===== config.mk =====
export PLATFORM = sky130hd
export DESIGN_NAME = regbank_sb
export DESIGN_NICKNAME = d
export VERILOG_FILES = /design/src/rtl/regbank_pkg.sv /design/src/rtl/regbank_scoreboard.sv /design/src/rtl/regbank_sb.sv
export SDC_FILE = /design/constraint.sdc
export NUM_CORES = 2
export LEC_CHECK = 0
export CORE_AREA = 10 10 264 266
export CTS_CLUSTER_DIAMETER = 50
export DETAILED_ROUTE_END_ITERATION = 16
export DIE_AREA = 0 0 274 276
export HOLD_SLACK_MARGIN = 0.03
export PLACE_DENSITY = 0.79
export SLEW_MARGIN = 5
export SYNTH_ARGS = -nofsm -noshare
export SYNTH_HDL_FRONTEND = slang
export SYNTH_SLANG_ARGS = --single-unit

===== constraint.sdc =====
create_clock -name clk -period 4.23 [get_ports clk]
set_input_delay 1.0575 -clock clk [delete_from_list [all_inputs] [get_ports clk]]
set_output_delay 1.0575 -clock clk [all_outputs]
set_load 0.02 [all_outputs]

===== src/rtl/regbank_pkg.sv =====
// Shared definitions for the parametrised register bank: writeback modes,
// default geometry and the half-word merge helper.
// No state; used by regbank_sb and regbank_scoreboard.
package regbank_pkg;

  // Writeback mode encodings carried on wb_mode
  typedef enum logic [1:0] {
    WB_FULL = 2'b00,
    WB_HIGH = 2'b01,
    WB_LOW  = 2'b10,
    WB_NONE = 2'b11
  } wb_mode_e;

  localparam int DEF_DATA_W = 32;
  localparam int DEF_NREGS  = 16;

  // Widest register the merge helper handles; DATA_W must not exceed it
  localparam int MAX_W = 64;

  // Merge the low half of new_v into either the high or low half of old_v.
  // w is the real register width; bits at and above w are expected to be 0.
  function automatic logic [MAX_W-1:0] merge_half(
    input logic [MAX_W-1:0] old_v,
    input logic [MAX_W-1:0] new_v,
    input logic             to_high,
    input int               w
  );
    logic [MAX_W-1:0] lo_mask;
    logic [MAX_W-1:0] half;
    lo_mask = {MAX_W{1'b1}} >> (MAX_W - w / 2);
    half    = new_v & lo_mask;
    if (to_high) begin
      return (old_v & ~(lo_mask << (w / 2))) | (half << (w / 2));
    end
    return (old_v & ~lo_mask) | half;
  endfunction

endpackage


===== src/rtl/regbank_scoreboard.sv =====
// Pending-write scoreboard: one bit per register, RAW hazard detect on read ports.
// pending updates on the clock edge; hazard is combinational from current pending.
// No backpressure of its own; hazard is the stall request towards decode.
module regbank_scoreboard
  import regbank_pkg::*;
#(
  parameter int NREGS  = DEF_NREGS,
  parameter int NRD    = 2,
  parameter int ADDR_W = $clog2(NREGS)
) (
  input  logic                  clk,
  input  logic                  reset,
  input  logic                  iss_valid,
  input  logic [ADDR_W-1:0]     iss_addr,
  input  logic                  wb_valid,
  input  logic [ADDR_W-1:0]     wb_addr,
  input  logic [NRD*ADDR_W-1:0] rd_addr,
  output logic [NREGS-1:0]      pending,
  output logic                  hazard
);

  logic [NREGS-1:0] pending_nxt;

  // Next pending vector: writeback clears, issue sets afterwards so a
  // same-cycle issue (the newer instruction) wins; register 0 never pends.
  always_comb begin
    pending_nxt = pending;
    if (wb_valid && wb_addr != '0) begin
      pending_nxt[wb_addr] = 1'b0;
    end
    if (iss_valid && iss_addr != '0) begin
      pending_nxt[iss_addr] = 1'b1;
    end
    pending_nxt[0] = 1'b0;
  end

  // Pending state register
  always_ff @(posedge clk or negedge reset) begin
    if (!reset) begin
      pending <= '0;
    end else begin
      pending <= pending_nxt;
    end
  end

  // Hazard if any non-zero read address is still waiting for its writeback.
  // Deliberately not bypassed by a same-cycle writeback.
  always_comb begin
    hazard = 1'b0;
    for (int i = 0; i < NRD; i++) begin
      if (rd_addr[i*ADDR_W +: ADDR_W] != '0 && pending[rd_addr[i*ADDR_W +: ADDR_W]]) begin
        hazard = 1'b1;
      end
    end
  end

endmodule


===== src/rtl/regbank_sb.sv =====
// Register file with r0 hardwired to zero, NRD registered read ports,
// write-first bypass, full/high/low partial writeback and a pending scoreboard.
// Read latency 1 cycle; writes land at the edge; no backpressure (hazard stalls decode).
module regbank_sb
  import regbank_pkg::*;
#(
  parameter int DATA_W = DEF_DATA_W,
  parameter int NREGS  = DEF_NREGS,
  parameter int NRD    = 2,
  localparam int ADDR_W = $clog2(NREGS)
) (
  input  logic                  clk,
  input  logic                  reset,
  input  logic                  rd_en,
  input  logic [NRD*ADDR_W-1:0] rd_addr,
  output logic [NRD*DATA_W-1:0] rd_data,
  input  logic                  wb_valid,
  input  logic [ADDR_W-1:0]     wb_addr,
  input  logic [1:0]            wb_mode,
  input  logic [DATA_W-1:0]     wb_data,
  input  logic                  wb_mem,
  input  logic [DATA_W-1:0]     mem_q,
  input  logic                  iss_valid,
  input  logic [ADDR_W-1:0]     iss_addr,
  output logic                  hazard,
  output logic [NREGS-1:0]      pending
);

  logic [DATA_W-1:0] regs [NREGS];

  logic              wr_en;
  logic [DATA_W-1:0] wr_val;
  logic [MAX_W-1:0]  old_ext;
  logic [MAX_W-1:0]  new_ext;
  logic [MAX_W-1:0]  merged;
  logic [DATA_W-1:0] rd_nxt [NRD];

  assign old_ext = MAX_W'(regs[wb_addr]);
  assign new_ext = MAX_W'(wb_data);
  assign merged  = merge_half(old_ext, new_ext, wb_mode_e'(wb_mode) == WB_HIGH, DATA_W);

  // Resolve the effective write: memory loads always write the full word,
  // WB_NONE with an ALU result writes nothing, r0 is never a target.
  always_comb begin
    wr_en  = 1'b0;
    wr_val = regs[wb_addr];
    if (wb_valid && wb_addr != '0) begin
      if (wb_mem) begin
        wr_en  = 1'b1;
        wr_val = mem_q;
      end else begin
        case (wb_mode_e'(wb_mode))
          WB_FULL: begin
            wr_en  = 1'b1;
            wr_val = wb_data;
          end
          WB_HIGH, WB_LOW: begin
            wr_en  = 1'b1;
            wr_val = merged[DATA_W-1:0];
          end
          default: begin
            wr_en  = 1'b0;
          end
        endcase
      end
    end
  end

  // Register array update; entry 0 stays at its reset value of zero
  always_ff @(posedge clk or negedge reset) begin
    if (!reset) begin
      for (int r = 0; r < NREGS; r++) begin
        regs[r] <= '0;
      end
    end else if (wr_en) begin
      regs[wb_addr] <= wr_val;
    end
  end

  // Per-port read value with write-first bypass from the current writeback
  always_comb begin
    for (int i = 0; i < NRD; i++) begin
      rd_nxt[i] = regs[rd_addr[i*ADDR_W +: ADDR_W]];
      if (rd_addr[i*ADDR_W +: ADDR_W] == '0) begin
        rd_nxt[i] = '0;
      end else if (wr_en && rd_addr[i*ADDR_W +: ADDR_W] == wb_addr) begin
        rd_nxt[i] = wr_val;
      end
    end
  end

  // Registered read ports; hold their value while rd_en is low
  always_ff @(posedge clk or negedge reset) begin
    if (!reset) begin
      rd_data <= '0;
    end else if (rd_en) begin
      for (int i = 0; i < NRD; i++) begin
        rd_data[i*DATA_W +: DATA_W] <= rd_nxt[i];
      end
    end
  end

  regbank_scoreboard #(
    .NREGS  (NREGS),
    .NRD    (NRD),
    .ADDR_W (ADDR_W)
  ) u_scoreboard (
    .clk       (clk),
    .reset     (reset),
    .iss_valid (iss_valid),
    .iss_addr  (iss_addr),
    .wb_valid  (wb_valid),
    .wb_addr   (wb_addr),
    .rd_addr   (rd_addr),
    .pending   (pending),
    .hazard    (hazard)
  );

endmodule

==> results.md <==
- Status: completed
- Root buf cell: clkbuf_16
- RePlAce Congestion: 0.940
- Int Pwr: 14.0 mW
- Antenna violations before repair: 1
- Site row count: 93
- CTS tree: done
- Initial Util: 54.7%
- Worst Path Max Fanout: 6
- Synth warn: 0
- Leakage: 16.6 nW
- Final setup fails: 0
- Flops & latches, synth: 591
- Die Ht: 276 µm
- Number of remaining DRC errors: 0
- Gate power share: 28.1%
- WP data arrival: 3.03 ns
- Hpwl dp: 74900 µm
- Wire per inst: 32.9 µm
- Drt via density: 7.48
- Critical path class: primary input to primary output
- Sequential-to-total area share from yosys stat: 42.1%
- DRT Wirelength: 121000 µm
- CTS resizes: 0
- Sw Share: 31.9%
- HP Class: flip-flop to flip-flop
- NetSw: 6.57 mW
- Total I/O pin count: 169
- CP required: 3.17 ns
- Detailed Route Iter0 Violations: 4146
- # H-tree levels: 3
- Cells along the critical path: buf_4, mux4_2, mux4_2, or2_2, clkdlybuf4s50_1
- M1 wire length: 42500 µm
- Hold_buf cts: 0
- Min Tclk post-route: 4.09 ns
- CTS Buf Count: 70
- Postcts setup bufs: 0
- Global-route wire length before repair: 181000 µm
- Vias in the first global route: 28000
- Via Count: 27500
- Total Routing Usage GR: 31.6%
- Top FF cell, synth: dfrtp_1
- Worst setup SP type: primary input
- Syn_nets: 2787
- DR WL met2: 53400 µm
- Die width: 274 µm
- Seq pwr share: 42.0%
- Slew Viols, Final: 0
- Number of detailed-route iterations in the first pass: 6
- Layout cell share with drive strength beyond 1: 35.6%
- Clock transition at the registers of the reported paths: 0.06 ns
- Grt ovf: 0
- Critical Path Max Stage Delay: 0.54 ns
- Pwr/cell area: 514 nW/µm²
- Max-slew headroom: 9.56%
- Post-synthesis to final-layout area growth: 14.1%
- Syn avg cell area: 13.0 µm²
- Commonest cells after routing, fill and taps aside: dfrtp_1 (591), mux4_2 (364), mux2_2 (316)
- Clock Latency Late Sink: 0.64 ns
- DR top layer: met5
- Die Area: 75600 µm²
- Slowest cell on crit path: clkdlybuf4s50_1
- Fill count: 4544
- Pin count of the biggest net entering global routing: 100
- Max-Cap Viols: 0
- Mapped Area: 35100 µm²
- Core ar.: 64100 µm²
- Maximum clock path buffer count: 3
- Number of port buffers: 167
- Fin Clk Skew: 0.0275 ns
- Wire length on met3: 17500 µm
- Clock Sinks: 591
- Worst-Margin Slew: 1.36 ns
- Post-synth ARST share: 100%
- RSZ-0062 raised after global routing: false
- Peak supply drop: 0.000282 V
- Tcrit/Tclk final: 96.7%
- Fmax: 0.244 GHz
- Fin. Hold Viols: 0
- Overall Power: 20.6 mW
- Crit end category: primary output
- # nets final: 2858
- ANT nets after route: 0
- CP dominant cell by count: mux4_2
- Clock power frac: 30.0%
- Post-synth EDFFs: 0
- Final TNS setup: 0 ns
- Netlist cell types: 68
- Commonest non-fill, non-tap cell in the layout: dfrtp_1
- Mapped Cells: 2696
## final timing paths
path,from,to,slack (ns),cells past startpoint
max in group asynchronous,reset,regs[362],2.74,2
min in group asynchronous,reset,regs[292],0.49,1
setup reg to reg,regs[413],regs[61],1.78,5
hold reg to reg,regs[483],regs[483],0.42,0
hold / removal,regs[483],regs[483],0.42,0
setup / recovery,rd_addr[1],hazard,0.14,5
## power by group through the flow
| stage | Clock (mW) | Combinational, mW | Sequential, mW |
|---|---|---|---|
| 6_report | 6.16 | 5.77 | 8.63 |
| 5_1_grt | 6.42 | 6.13 | 8.77 |
| 4_1_cts | 6.17 | 5.72 | 8.53 |
| 3_5_place_dp | 0 | 5.67 | 8.60 |
| 3_3_place_gp | 0 | 5.45 | 8.40 |
| 2_1_floorplan | 0 | 4.02 | 8.24 |
## worst max-delay path: cells and delay by family
family / cells / cell delay (ns)
buf+inv: 2 / 0.69
mux: 2 / 0.97
simple gates: 1 / 0.30
## metal layers
layer,GRT usage (%),vias up
li1,-,10700
met1,40.6,14000
met2,46.1,2361
met3,11.4,524
met4,17.2,2
met5,0,-
## cell usage after synthesis (7+ instances only)
cell,instances,area share (%)
dfrtp_1,591,42
mux4_2,364,23
mux2_2,316,10
nand2_1,236,2.5
o21ai_0,225,3.2
clkbuf_1,142,1.5
o22ai_1,107,1.9
buf_2,83,1.2
mux2i_1,62,1.8
a221o_1,41,1.2
nor3_1,38,0.54
inv_1,35,0.37
nor2_1,35,0.37
buf_4,30,0.64
nand3_1,28,0.40
a211oi_1,26,0.56
buf_6,24,0.77
o221ai_1,24,0.60
or3_1,24,0.43
buf_1,22,0.24
o21ai_1,21,0.30
nand2b_1,20,0.36
nor2b_1,18,0.32
a21oi_1,15,0.21
and3_1,13,0.23
a22oi_1,11,0.24
a2bb2oi_1,9,0.22
a41oi_2,8,0.37
nand4_1,8,0.14
xnor2_1,8,0.20
a22oi_2,7,0.25
mux4_1,7,0.52
## stage by stage
step	utilization, %	hold slack, ns	worst slack (ns)	instances	instance area [µm²]
2_1_floorplan	-	0.458	0.267	2696	35100
3_3_place_gp	58.8	0.394	0.127	3550	37700
3_5_place_dp	58.8	0.407	0.128	3550	37700
4_1_cts	62.4	0.419	0.128	3677	40000
5_1_grt	62.4	0.433	0.0552	3677	40000
6_report	62.5	0.425	0.138	3678	40000
## flip-flops by register name, indices dropped and copies added (netlist names)
register,flops
u_scoreboard.pending,15
regs,512
rd_data,64
## area by class of cell
class | count | area [µm²] | area share (%)
antenna | 1 | 2.50 | 0.00625
clock buffer | 101 | 2080 | 5.20
clock inverter | 26 | 250 | 0.625
inverter | 36 | 135 | 0.337
multi-input combinational | 1759 | 18600 | 46.5
sequential | 591 | 14800 | 36.9
tap | 855 | 1070 | 2.67
timing repair buffer | 309 | 3100 | 7.73
## cells by family after synthesis
family,Yosys count,share of synthesized area (%)
fa+ha+maj,3,0.107
xor+xnor,8,0.200
flops,591,42.1
mux,749,35.8
compound gates,556,11.0
buf+inv,346,4.97
simple gates,442,5.80
other cells,1,0.0107
No activity file was read; power rests on OpenSTA's default activity.
